$ cat src/rtl/alu_result_monitor_pkg.sv
// Shared definitions for the dual-channel ALU result monitor.
//   status_e : classification of one dual-channel result (PASS / DEGRADED / FAIL)
//   state_e  : monitor operating state (RUN / LOCKOUT)
//   ERR_CLEAN: the only two-rail error code that marks a channel as trustworthy
package alu_result_monitor_pkg;

    typedef enum logic [1:0] {
        ST_PASS = 2'b00,
        ST_DEGR = 2'b01,
        ST_FAIL = 2'b10
    } status_e;

    typedef enum logic {
        S_RUN     = 1'b0,
        S_LOCKOUT = 1'b1
    } state_e;

    // Two-rail checker output: E1=1, E0=0 means "no error"; 00/01/11 are flagged.
    localparam logic [1:0] ERR_CLEAN = 2'b10;

    function automatic logic is_clean(input logic [1:0] err);
        return err == ERR_CLEAN;
    endfunction

endpackage

$ cat src/rtl/alu_result_monitor_classifier.sv
// result_classifier: combinational comparison of the two redundant ALU channels.
// Ports:
//   x_sum/x_carry/x_err : channel X result and two-rail error code
//   y_sum/y_carry/y_err : channel Y result and two-rail error code
//   result              : selected {carry,sum}, zero on FAIL
//   status              : status_e encoding (PASS / DEGRADED / FAIL)
module result_classifier
    import alu_result_monitor_pkg::*;
(
    input  logic [2:0] x_sum,
    input  logic       x_carry,
    input  logic [1:0] x_err,
    input  logic [2:0] y_sum,
    input  logic       y_carry,
    input  logic [1:0] y_err,
    output logic [3:0] result,
    output logic [1:0] status
);

    logic       x_ok;
    logic       y_ok;
    logic [3:0] x_val;
    logic [3:0] y_val;

    assign x_ok  = is_clean(x_err);
    assign y_ok  = is_clean(y_err);
    assign x_val = {x_carry, x_sum};
    assign y_val = {y_carry, y_sum};

    always_comb begin
        result = 4'b0000;
        status = ST_FAIL;
        if (x_ok && y_ok) begin
            // Both channels claim to be good: they must agree, otherwise
            // there is no way to tell which one is lying.
            if (x_val == y_val) begin
                result = x_val;
                status = ST_PASS;
            end
        end else if (x_ok) begin
            result = x_val;
            status = ST_DEGR;
        end else if (y_ok) begin
            result = y_val;
            status = ST_DEGR;
        end
    end

endmodule

$ cat src/rtl/alu_result_monitor.sv
// alu_result_monitor: classifies dual-channel ALU results, registers them behind
// a single-entry valid/ready output stage, counts FAIL/DEGRADED events and
// locks out further input after LOCK_THRESH consecutive FAIL results.
// Ports:
//   clk, rst                 : clock, synchronous active-high reset
//   in_valid/in_ready        : input handshake for one dual-channel result
//   x_*/y_*                  : channel X / Y sum, carry and two-rail error
//   out_valid/out_ready      : output handshake
//   out_result, out_status   : registered {carry,sum} and classification
//   fail_cnt, degr_cnt       : saturating event counters
//   locked, clear_lock       : lockout indication and release
module alu_result_monitor
    import alu_result_monitor_pkg::*;
#(
    parameter int LOCK_THRESH = 3,
    parameter int CNT_W       = 8
) (
    input  logic             clk,
    input  logic             rst,
    input  logic             in_valid,
    output logic             in_ready,
    input  logic [2:0]       x_sum,
    input  logic             x_carry,
    input  logic [1:0]       x_err,
    input  logic [2:0]       y_sum,
    input  logic             y_carry,
    input  logic [1:0]       y_err,
    output logic             out_valid,
    input  logic             out_ready,
    output logic [3:0]       out_result,
    output logic [1:0]       out_status,
    output logic [CNT_W-1:0] fail_cnt,
    output logic [CNT_W-1:0] degr_cnt,
    output logic             locked,
    input  logic             clear_lock
);

    // Consecutive-fail counter only ever needs to reach LOCK_THRESH.
    localparam int            CW        = $clog2(LOCK_THRESH + 1);
    localparam logic [CW-1:0] THRESH_M1 = CW'(LOCK_THRESH - 1);

    state_e           state_q, state_d;
    logic             out_valid_q, out_valid_d;
    logic [3:0]       out_result_q, out_result_d;
    logic [1:0]       out_status_q, out_status_d;
    logic [CNT_W-1:0] fail_cnt_q, fail_cnt_d;
    logic [CNT_W-1:0] degr_cnt_q, degr_cnt_d;
    logic [CW-1:0]    consec_q, consec_d;

    logic [3:0]       cls_result;
    logic [1:0]       cls_status;
    logic             xfer;

    result_classifier u_classifier (
        .x_sum   (x_sum),
        .x_carry (x_carry),
        .x_err   (x_err),
        .y_sum   (y_sum),
        .y_carry (y_carry),
        .y_err   (y_err),
        .result  (cls_result),
        .status  (cls_status)
    );

    // Ready whenever the output slot is free or being drained this cycle.
    assign in_ready = !rst && (state_q == S_RUN) && (!out_valid_q || out_ready);
    assign xfer     = in_valid && in_ready;

    always_comb begin
        state_d      = state_q;
        out_valid_d  = out_valid_q;
        out_result_d = out_result_q;
        out_status_d = out_status_q;
        fail_cnt_d   = fail_cnt_q;
        degr_cnt_d   = degr_cnt_q;
        consec_d     = consec_q;

        if (xfer) begin
            // Load replaces any result being accepted in the same cycle.
            out_valid_d  = 1'b1;
            out_result_d = cls_result;
            out_status_d = cls_status;
            if (cls_status == ST_FAIL) begin
                if (fail_cnt_q != {CNT_W{1'b1}}) fail_cnt_d = fail_cnt_q + CNT_W'(1);
                consec_d = consec_q + CW'(1);
                if (consec_q == THRESH_M1) state_d = S_LOCKOUT;
            end else begin
                consec_d = '0;
                if (cls_status == ST_DEGR && degr_cnt_q != {CNT_W{1'b1}})
                    degr_cnt_d = degr_cnt_q + CNT_W'(1);
            end
        end else if (out_ready) begin
            out_valid_d = 1'b0;
        end

        // No transfer can happen in LOCKOUT, so this never collides with the above.
        if (state_q == S_LOCKOUT && clear_lock) begin
            state_d  = S_RUN;
            consec_d = '0;
        end
    end

    always_ff @(posedge clk) begin
        if (rst) begin
            state_q      <= S_RUN;
            out_valid_q  <= 1'b0;
            out_result_q <= 4'b0000;
            out_status_q <= ST_PASS;
            fail_cnt_q   <= '0;
            degr_cnt_q   <= '0;
            consec_q     <= '0;
        end else begin
            state_q      <= state_d;
            out_valid_q  <= out_valid_d;
            out_result_q <= out_result_d;
            out_status_q <= out_status_d;
            fail_cnt_q   <= fail_cnt_d;
            degr_cnt_q   <= degr_cnt_d;
            consec_q     <= consec_d;
        end
    end

    assign out_valid  = out_valid_q;
    assign out_result = out_result_q;
    assign out_status = out_status_q;
    assign fail_cnt   = fail_cnt_q;
    assign degr_cnt   = degr_cnt_q;
    assign locked     = (state_q == S_LOCKOUT);

endmodule
$ cat config.mk
export PLATFORM = sky130hd
export DESIGN_NAME = alu_result_monitor
export DESIGN_NICKNAME = d
export VERILOG_FILES = /design/src/rtl/alu_result_monitor_pkg.sv /design/src/rtl/alu_result_monitor_classifier.sv /design/src/rtl/alu_result_monitor.sv
export SDC_FILE = /design/constraint.sdc
export NUM_CORES = 1
export LEC_CHECK = 0
export CORE_ASPECT_RATIO = 0.8
export CORE_MARGIN = 2
export CORE_UTILIZATION = 38
export DETAILED_ROUTE_END_ITERATION = 8
export PLACE_DENSITY = 0.64
export SLEW_MARGIN = 20
export SYNTH_ARGS = -nofsm -noshare
export SYNTH_HDL_FRONTEND = slang
export SYNTH_SLANG_ARGS = --single-unit
$ cat constraint.sdc
create_clock -name clk -period 4.85 [get_ports clk]
set_input_delay 0.7275 -clock clk [delete_from_list [all_inputs] [get_ports clk]]
set_output_delay 0.7275 -clock clk [all_outputs]
set_load 0.01 [all_outputs]
==> impl_metrics.ini, run 1 <==
[sta]
setup_repair_after_global_routing_missed_its_margin = false
post-route-worst-setup-slack_ns = 1.70
final_setup_viols = 0
fin_skew_ns = 0.00284
worst-slew-pin-transition_ns = 0.924
max-slew-margin-rel_pct = 38.4
final-hold-violation-count = 0
maximum_clock_rate_ghz = 0.317
timing.setup.tns_ns = 0
period_share_pct = 65.0
slew_violations = 0
final.min_clock_period_ns = 3.15

[route]
routed-via-count = 1357
wire_per_inst_um = 14.6
finalWirelength_um = 3460
route.antenna.remaining_nets = 0
firstDrtPassIters = 4
drt_iter0_drc = 147
vias_per_cell = 5.73
drt_drc_violations_left = 0

[power_and_ir_drop]
leakagePower_nw = 0.618
max-vdd-ir-drop_mv = 0.148
power.density_cell_area_nw_per_um2 = 250

[place]
place.port_buffers = 41
hpwl_um = 2520
cell_area_reported_after_detailed_placement_um2 = 1780
dp_worst_setup_slack_ns = 1.72
place.detailed.instances = 233
routabilityCongestion = 0.802

[critical_path]
critPathArrivalTime_ns = 2.42
cp-start-kind = input pin
timing_worst_setup_path_type = input pin to output port
crit-reg2reg-capture = degr_cnt[6]$_SDFFE_PP0P_
reg_to_reg_critical_path_startpoint = locked$_SDFFE_PP0P_
worstRegToRegCells = 5
worst_case_register_to_register_setup_slack_ns = 2.87
worst_ep_required_time_ns = 4.12
worst_setup_path_end_kind = output port
max_fo_critical_path = 14

[cts]
tritoncts_num_sinks = 26
cts.path.max_buffers = 2
clk_root_buffer_cell = clkbuf_8
cts-htree-levels = 1
cts_inserted_buffers = 3
cts-resized-gates = 0
clk_latency_ns = 0.27
tritoncts = yes
postCtsHoldBufs = 0
cts.reportedPaths.clkPinSlew_ns = 0.09
cts_setup_buffers = 0

[grt]
global_routing_usage_summed_across_all_routing_layers_pct = 17.3
grt_first_pass_wirelength_um = 5660
maximum_number_of_pins_on_one_net_before_global_route_repair = 22
overflow = 0
antenna_found_initial = 0
grt_pass1_vias = 1224

[yosys]
post_synth_and_or_nand_nor_area_fraction_pct = 25.6
yosys.cell_count.top_type = dfxtp_1
postSynth.asyncResetShare_pct = 0
yosys.area.top_type = dfxtp_1
muxShareOfSynthArea_pct = 0
ys_types = 40
number_of_flops_mapped_to_enable_cells_by_yosys = 0
synth_compound_area_share_pct = 25.4
synth_nets = 180
synth_top_area_share_pct = 38.2
postSynth.topFlopCell = dfxtp_1
yosys.area_share.adder_pct = 4.59
yosysSeqAreaShare_pct = 38.2
cell_area_after_synthesis_um2 = 1360
ys_ff_latch = 26
synth.top_cells.by_count = dfxtp_1 (26), nand3_1 (15), a21oi_1 (11)
netlist_top_cells_area = dfxtp_1 (38%), nand3_1 (5.5%), ha_1 (4.6%), a21oi_1 (4.0%), o21ai_0 (3.7%)
synth-xor-area-share_pct = 0.642
synth_warnings = 0
post_synth_inst_count = 158
synth_top_family_by_area = simple AND/OR/NAND/NOR gates
postSynthAreaPerCell_um2 = 8.63

[min_path]
hold_end = out_status[0]$_SDFFE_PP0P_
hold_depth = 2
min_path_type = flop to flop
worst_hold_startpoint = out_status[0]$_SDFFE_PP0P_

[finish]
multi_input_logic_area_um2 = 772
layout.cell_area.non_filler_um2 = 1860
fillCellCount = 318
seqCellArea_um2 = 520
synthToLayoutAreaGrowth_pct = 36.1
final_core_util_pct = 54.2
post_layout_nonfiller_instances = 237
nets = 218
layout-drive-gt1-share_pct = 4.10
num_antenna_cells = 0

[outcome]
outcome = completed

[floorplan]
initial_core_util_pct = 39.8
io_pins = 42
chipHeight_um = 57.6
rows = 19
die_outline_width_um = 71.0
dieArea_um2 = 4090
floorplan.core_area_um2 = 3420

[run]
drv_cap = 0
## critical path, stage by stage
cell and delay, ns:
clkdlybuf4s50_1 0.69, nor2_1 0.32, and2_1 0.16, clkdlybuf4s50_1 0.53
## power breakdown
group / leakage [nW] / internal [mW] / total (mW) / switching [mW]
Combinational: 0.371 / 0.0302 / 0.0637 / 0.0335
Clock: 0.0357 / 0.110 / 0.179 / 0.0689
Sequential: 0.211 / 0.218 / 0.221 / 0.00302
Total: 0.618 / 0.359 / 0.464 / 0.105
## layout make-up
type | count | area share (%)
clock buffers | 3 | 2.22
well taps | 42 | 2.83
repair buffers | 41 | 22.1
multi-input cells | 116 | 41.6
flip-flops and latches | 26 | 28.0
inverters | 8 | 1.62
clock inverters | 1 | 1.62
## stage by stage
stage / hold WS [ns] / total power [mW]
floorplan: 0.431 / 0.261
detailed placement: 0.446 / 0.289
finish: 0.458 / 0.464
global placement: 0.443 / 0.288
CTS: 0.459 / 0.469
global route: 0.494 / 0.487
## placed cells by master (no fill, tap or decap), types with 2 or more instances in the layout
cell type and instances:
a22oi_1 5, ha_1 5, o41ai_1 5, clkbuf_8 3, nand4_1 2, a31oi_1 2, o21ai_0 10, dfxtp_1 26
or4_1 5, o31ai_1 4, nand2_1 9, nor2_1 4, nor3_1 2, clkdlybuf4s50_1 41, or3_1 3, nand3_1 15
a21oi_1 11, and3_1 3, nand2b_1 3, inv_1 8, nor2b_1 4, o22ai_1 2, o311ai_0 4, and4_1 2
## sequential cells by signal, summed over array words and instances, names as in the netlist
register	count
consec_q	2
out_status	2
fail_cnt	8
out_valid	1
locked	1
out_result	4
degr_cnt	8
## cells by family (layout without fill, tap and decap cells)
kind of cell | Yosys count | after routing
AO/OA/AOI/OAI | 51 | 51
adder cells (fa/ha/maj) | 5 | 5
XOR/XNOR | 1 | 1
flip-flops | 26 | 26
AND/OR/NAND/NOR | 59 | 59
buffers and inverters | 16 | 53
## metal layers
metal	GRT usage (%)	part of all wire [%]	wire, um
met5	0	0	0
met4	3.50	0.38	13
met3	5.30	5.5	190
met2	25.2	45	1550
met1	25.2	49	1710
## worst max-delay path by stage
stage / cells after the start / endpoint / startpoint / slack [ns]
finish: 4 / in_ready / rst / 1.70
global route: 4 / in_ready / rst / 1.63
CTS: 4 / in_ready / rst / 1.72
detailed placement: 7 / fail_cnt[7]$_SDFFE_PP0P_ / x_err[1] / 1.72
global placement: 4 / in_ready / rst / 1.77
floorplan: 7 / fail_cnt[4]$_SDFFE_PP0P_ / x_err[1] / 2.49
Note: power is estimated with default switching activity, not from simulation.
==> inputs of run 2 (changes only) <==
clock period = 3.1 ns   (was 4.85 ns; I/O delays follow)
==> run 2 against run 1 <==
Hold slack worse by 0.0014 ns; highest routed layer unchanged; critical endpoint is now fail_cnt[5]$_SDFFE_PP0P_; critical path depth rose by 3; sequential share of layout area is essentially flat; largest power group unchanged; register-to-register slack worse by 1.8 ns; total power grew 44%; wire length shrank 0.49%.
==> impl_metrics.ini, run 2 (synthesis gave the netlist of run 1 again) <==
[grt]
gr-usage-met3_pct = 5.12
overflow = 0
global_routing_usage_summed_across_all_routing_layers_pct = 17.0
met2_usage_pct = 25.1
grt_pass1_vias = 1147
groute.layer.met1.usage_pct = 24.0
grt_first_pass_wirelength_um = 5500
antenna_found_initial = 0
grt_most_used_layer = met2
maximum_number_of_pins_on_one_net_before_global_route_repair = 22

[min_path]
worst_hold_startpoint = out_status[0]$_SDFFE_PP0P_
min_path_type = flop to flop
hold_end = out_status[0]$_SDFFE_PP0P_
hold_depth = 2

[floorplan]
rows = 19
initial_core_util_pct = 39.8
io_pins = 42
chipHeight_um = 57.6
die_outline_width_um = 71.0
dieArea_um2 = 4090
floorplan.core_area_um2 = 3420

[cts]
postCtsHoldBufs = 0
cts-htree-levels = 1
tritoncts_num_sinks = 26
cts.path.max_buffers = 2
cts_setup_buffers = 0
clk_root_buffer_cell = clkbuf_8
cts.reportedPaths.clkPinSlew_ns = 0.09
cts_inserted_buffers = 3
tritoncts = yes
cts-resized-gates = 0
clk_latency_ns = 0.27

[critical_path]
critPathArrivalTime_ns = 2.71
timing_worst_setup_path_type = input pin to flop
reg_to_reg_critical_path_startpoint = degr_cnt[0]$_SDFFE_PP0P_
worst_case_register_to_register_setup_slack_ns = 1.10
cpMaxStageDelayCell = or4b_1
worst_ep_required_time_ns = 3.31
path_buf_inv = 1
worst_path_dominant_cell_family = simple AND/OR/NAND/NOR gates
crit_chain = clkdlybuf4s50_1 -> nor2b_1 -> ha_1 -> and4b_1 -> o31ai_2 -> or4b_1 -> a21oi_1
worst_setup_path_end_kind = flop
cpPeakStageDelay_ns = 0.52
worstRegToRegCells = 5
cp-start-kind = input pin
max_fo_critical_path = 14
crit-reg2reg-capture = degr_cnt[6]$_SDFFE_PP0P_

[place]
hpwl_um = 2500
dp_worst_setup_slack_ns = 0.220
place.port_buffers = 41
routabilityCongestion = 0.879

[finish]
layout_common_cells = clkdlybuf4s50_1 (41), dfxtp_1 (26), nand3_1 (15)
layout.cells.most_common = clkdlybuf4s50_1
synthToLayoutAreaGrowth_pct = 36.1
seqCellArea_um2 = 520
layout-drive-gt1-share_pct = 5.08
multi_input_logic_area_um2 = 772
fillCellCount = 321
nets = 220
final_core_util_pct = 54.2
num_antenna_cells = 0

[sta]
fin_skew_ns = 0.00314
worst-slew-pin-transition_ns = 0.828
max-slew-margin-rel_pct = 44.5
timing.setup.tns_ns = 0
post-route-worst-setup-slack_ns = 0.604
final_setup_viols = 0
fin_hold_ws_ns = 0.457
final.min_clock_period_ns = 2.50
slew_violations = 0
final-hold-violation-count = 0
maximum_clock_rate_ghz = 0.401
setup_repair_after_global_routing_missed_its_margin = false
period_share_pct = 80.5

[route]
wire_per_inst_um = 14.4
vias_per_cell = 5.71
route.antenna.remaining_nets = 0
drt_iter0_drc = 110
routed-via-count = 1364
finalWirelength_um = 3450
drt_drc_violations_left = 0
firstDrtPassIters = 4

[run]
drv_cap = 0

[power_and_ir_drop]
power.density_cell_area_nw_per_um2 = 361
max-vdd-ir-drop_mv = 0.229
total_power_mw = 0.670
leakagePower_nw = 0.620

[outcome]
outcome = completed
## run 2: changes by cell type in the layout (fill, tap and decap cells not counted)
cell and change:
buf_4 +2, bufinv_16 -1, clkbuf_8 +1
## run 2: through the flow
stage	cell area (um2)	cells
after floorplan	1360	158
after global placement	1800	235
after detailed placement	1800	235
after CTS	1850	239
after global routing	1860	239
final	1860	239
## run 2: worst max path at each step
| stage | start | endpoint | cells after the start |
|---|---|---|---|
| 6_report | x_err[1] | fail_cnt[5]$_SDFFE_PP0P_ | 7 |
| 5_1_grt | x_err[1] | degr_cnt[6]$_SDFFE_PP0P_ | 7 |
| 4_1_cts | x_err[1] | fail_cnt[5]$_SDFFE_PP0P_ | 7 |
| 3_5_place_dp | x_err[1] | fail_cnt[5]$_SDFFE_PP0P_ | 7 |
| 3_3_place_gp | x_err[1] | fail_cnt[3]$_SDFFE_PP0P_ | 7 |
| 2_1_floorplan | x_err[1] | fail_cnt[4]$_SDFFE_PP0P_ | 7 |
## run 2: cell type report
| class | instances | share of cell area (%) |
|---|---|---|
| clock buffer | 4 | 2.97 |
| inverter | 8 | 1.62 |
| multi-input combinational | 116 | 41.6 |
| sequential | 26 | 28.1 |
| tap | 42 | 2.83 |
| timing repair buffer | 43 | 22.9 |
## run 2: power by group
part / total (mW) / switching [mW] / internal, mW
logic: 0.102 / 0.0524 / 0.0495
clock network: 0.223 / 0.109 / 0.114
registers: 0.346 / 0.00483 / 0.341
## run 2: tightest hold or removal path, cell delays in order (launching register included)
cell     delay, ns
dfxtp_1       0.32
nand2_1       0.05
a21oi_1       0.05
## run 2: metal layers
metal	vias to the layer above	part of all wire (%)
met5	-	0
met4	0	1.1
met3	5	4.4
met2	26	44
met1	639	50
li1	694	-
==> patch 1: new RTL, settings of run 1 <==
Take the reset off `out_result_q` and load it in a clocked block of its own.
--- a/src/rtl/alu_result_monitor.sv
+++ b/src/rtl/alu_result_monitor.sv
@@ -104,7 +104,6 @@
         if (rst) begin
             state_q      <= S_RUN;
             out_valid_q  <= 1'b0;
-            out_result_q <= 4'b0000;
             out_status_q <= ST_PASS;
             fail_cnt_q   <= '0;
             degr_cnt_q   <= '0;
@@ -112,12 +111,15 @@
         end else begin
             state_q      <= state_d;
             out_valid_q  <= out_valid_d;
-            out_result_q <= out_result_d;
             out_status_q <= out_status_d;
             fail_cnt_q   <= fail_cnt_d;
             degr_cnt_q   <= degr_cnt_d;
             consec_q     <= consec_d;
         end
+    end
+
+    always_ff @(posedge clk) begin
+        out_result_q <= out_result_d;
     end
 
     assign out_valid  = out_valid_q;
Function: differs if rst is asserted again (counterexample within 4 cycles, from zero or initial values and one cycle with rst high); with rst held inactive, the same outputs for 10 cycles.
==> patch 1 against run 1 <==
  * Total power fell by 8.9%
  * Clock power fell by 28%
  * Sequential cell count did not move
  * Worst setup slack got worse by 0.16 ns
  * Area after synthesis rose by 3.0%
  * Wire length rose by 5.5%
  * Combinational power rose by 5.2%
  * Final area rose by 1.6%
  * Largest cell class unchanged
  * Largest power group unchanged
==> patch 1: results <==
{
  "hold_slack_ns": 0.4784,
  "synth_xor_area_share_pct": 0.6233,
  "grt_pass1_vias": 1313,
  "cp-endpoint": "in_ready",
  "synthMuxAreaShare_pct": 2.315,
  "fin_crit_ns": 3.312,
  "cp.arrival_ns": 2.58,
  "met2RoutedLength_um": 1735,
  "syn-num-nets": 179,
  "grt_max_degree": 24,
  "placed_cells": 234,
  "fin_nets": 219,
  "ys_seq_area_share_pct": 39.89,
  "wl_met3_um": 185,
  "rrSetupSlack_ns": 2.83,
  "met3_usage_pct": 4.966,
  "min_to": "consec_q[0]",
  "htreeDepth": 1,
  "skew_ns": 0.01232,
  "grt_util_met1_pct": 23.11,
  "yosys-top-cells-count": "22 x dfxtp_1, 17 x a21oi_1, 10 x nand3_1",
  "dpl_cell_area_mm2": 0.001842,
  "grt_pass1_wl_um": 6009,
  "synth.distinct_cells": 43,
  "synth-edff-count": 4,
  "synthAdderAreaFrac_pct": 4.452,
  "antenna_found_initial": 0,
  "track_usage_pct": 18.53,
  "peakVddDrop_v": 0.0001576,
  "hp-start": "consec_q[0]",
  "layout-drive-gt1-share_pct": 6.122,
  "swShare_pct": 26.01,
  "max_stage_delay_ns": 0.83,
  "synth_compound_area_share_pct": 20.48,
  "num-fill-cells": 317,
  "yosys_warnings": 0,
  "gp_congestion": 0.8538,
  "status": "complete, no violations",
  "clock_latency_ns": 0.28,
  "drt-initial-drc-count": 24,
  "hpwl_um": 2677,
  "p_leak_nw": 0.6357,
  "whs_path_depth": 1,
  "cp_max_fo": 23,
  "drt_wl_total_um": 3654,
  "r2r_cells": 7,
  "avgViaCountPerCell": 5.647,
  "ys_top_cells_by_area": "dfxtp_1 31%, edfxtp_1 8.5%, a21oi_1 6.1%, ha_1 4.5%, o31ai_1 3.7%",
  "tightest_slew_ns": 0.9122
}
## patch 1: changes by cell type after synthesis, moves of 4 or more
cell	before	now
a21oi_1	11	17
a22o_1	0	5
a22oi_1	5	0
dfxtp_1	26	22
edfxtp_1	0	4
nand2_1	9	5
nand3_1	15	10
o311ai_0	4	0
o41ai_1	5	0
## patch 1: cell type report
type | instances | area (um2) | area share, %
sequential | 26 | 560.5 | 29.71
clock buffer | 3 | 41.29 | 2.188
clock inverter | 1 | 3.754 | 0.1989
multi-input combinational | 117 | 787.0 | 41.71
tap | 42 | 52.55 | 2.785
inverter | 8 | 31.28 | 1.658
timing repair buffer | 41 | 410.4 | 21.75
## patch 1: power groups by stage
stage | registers (mW) | logic (mW) | clock network (mW)
after floorplan | 0.234 | 0.0330 | 0
after global placement | 0.232 | 0.0646 | 0
after detailed placement | 0.233 | 0.0670 | 0
after CTS | 0.228 | 0.0675 | 0.130
after global routing | 0.229 | 0.0736 | 0.140
final | 0.228 | 0.0670 | 0.128
==> patch 2: new RTL, settings of run 1 <==
Without the edit above. `CNT_W`: 8 -> 9.
--- a/src/rtl/alu_result_monitor.sv
+++ b/src/rtl/alu_result_monitor.sv
@@ -13,7 +13,7 @@
     import alu_result_monitor_pkg::*;
 #(
     parameter int LOCK_THRESH = 3,
-    parameter int CNT_W       = 8
+    parameter int CNT_W       = 9
 ) (
     input  logic             clk,
     input  logic             rst,
Ports: changed (resized degr_cnt and fail_cnt); port bits go from 42 to 44. The function was not compared with the original's and may differ.
==> patch 2 against run 1 <==
  * Area after synthesis up 11%
  * Fmax up 8.3%
  * Worst setup slack better by 0.24 ns
  * Clock skew up 0.00064 ns
  * Total power up 7.6%
  * Final area up 11%
  * Sequential cell count up 2
  * Wire length up 11%
  * Critical endpoint unchanged
==> patch 2: results <==
{
  "status": "complete, no violations",
  "cp.arrival_ns": 2.18,
  "hold_violations": 0,
  "hp-start": "out_result[0]",
  "cts_root_buf": "clkbuf_8",
  "grt_pass1_wl_um": 6203,
  "grt_max_degree": 24,
  "clock_path_buffers": 2,
  "vias": 1458,
  "grt_pass1_vias": 1390,
  "diodes": 0,
  "fin_nets": 237,
  "skew_ns": 0.003475,
  "num-fill-cells": 384,
  "dpl_cell_area_mm2": 0.001993,
  "yosys-top-cells-count": "28 x dfxtp_1, 12 x a21oi_1, 12 x nand3_1",
  "clock_latency_ns": 0.28,
  "r2r_start": "degr_cnt[2]",
  "synthArstFlopShare_pct": 0,
  "post_cts.resized_instances": 0,
  "track_usage_pct": 17.80,
  "cp-endpoint": "in_ready",
  "htreeDepth": 1,
  "gp_congestion": 0.7930,
  "drt-initial-drc-count": 71,
  "p_leak_nw": 0.7286,
  "cp-startpoint": "rst",
  "cp_max_fo": 23,
  "crit_path_top_delay_cell": "clkdlybuf4s50_1",
  "ys_seq_area_share_pct": 36.93,
  "syn-num-nets": 194,
  "antenna_found_initial": 0,
  "io_buffers": 43,
  "reg2reg_to": "degr_cnt[6]",
  "slew-limit-headroom_pct": 50.43,
  "hpwl_um": 2796,
  "rrSetupSlack_ns": 2.43,
  "max_stage_delay_ns": 0.53,
  "postCtsSetupBuffers": 0,
  "setup_viol": 0,
  "min_path_type": "flop to flop",
  "drt_wl_total_um": 3841,
  "yosys_warnings": 0,
  "synth.distinct_cells": 46,
  "drc_errors": 0,
  "r2r_cells": 8,
  "synthFlopType": "dfxtp_1",
  "drtPass1Iterations": 4,
  "path_clk_slew_ns": 0.10,
  "peakVddDrop_v": 0.0001476,
  "ys_top_cells_by_area": "dfxtp_1 37%, ha_1 5.8%, a21oi_1 4.0%, nand3_1 4.0%, o21ai_1 3.0%",
  "layout-drive-gt1-share_pct": 5.189,
  "cts_buffers": 3
}
[patch 2: cell count changes after synthesis, sizes merged, moves of 3 or more]
cell,before,now
mux2,0,4
xnor2,0,4
mux2i,0,3
o41ai,5,1
nor4,1,4
nor2,4,10
nand4b,0,3
o311ai,5,1
[patch 2: area by class of cell]
type	count	share of cell area, %
clock buffer	3	2.000
clock inverter	1	1.455
inverter	7	1.273
multi-input combinational	129	43.58
sequential	28	27.15
tap	55	3.333
timing repair buffer	44	21.21
[patch 2: logic make-up (layout without fill, tap and decap cells)]
kind of cell	count (synthesis)	after routing	share of synthesized area, %
buffers and inverters	13	55	3.792
multiplexers	7	7	4.946
XOR/XNOR	4	4	2.308
flip-flops	28	28	36.93
AND/OR/NAND/NOR	68	68	27.21
adder cells (fa/ha/maj)	7	7	5.771
AO/OA/AOI/OAI	43	43	19.05
[patch 2: worst min-delay path by stage]
stage                          to  slack [ns]  cells after the start
detailed placement  out_result[0]        0.46                      2
CTS                 out_result[0]        0.47                      2
floorplan             consec_q[0]        0.43                      2
finish              out_result[0]        0.46                      2
global placement      consec_q[0]        0.44                      2
global route          consec_q[0]        0.49                      2
[patch 2: where the power goes]
part | internal, mW | total, mW | switching, mW
clock network | 0.111 | 0.187 | 0.0766
registers | 0.235 | 0.238 | 0.00367
logic | 0.0348 | 0.0737 | 0.0389
[patch 2: metal layers]
metal | global-route usage (%) | vias to the layer above | wire, um
li1 | - | 720 | -
met1 | 22.27 | 687 | 1722
met2 | 31.23 | 46 | 1829
met3 | 3.987 | 5 | 244
met4 | 4.847 | 0 | 44
met5 | 0 | - | 0
[patch 2: through the flow]
step	util, %	worst slack (ns)	cells
floorplan	-	2.430	170
global placement	52.40	1.869	263
detailed placement	52.40	1.711	263
CTS	54.28	1.932	267
global route	54.28	1.853	267
finish	54.28	1.940	267
[patch 2: critical path: cells and delay by family]
kind | cells | cell delay [ns]
simple gates | 2 | 0.31
buf+inv | 3 | 1.13
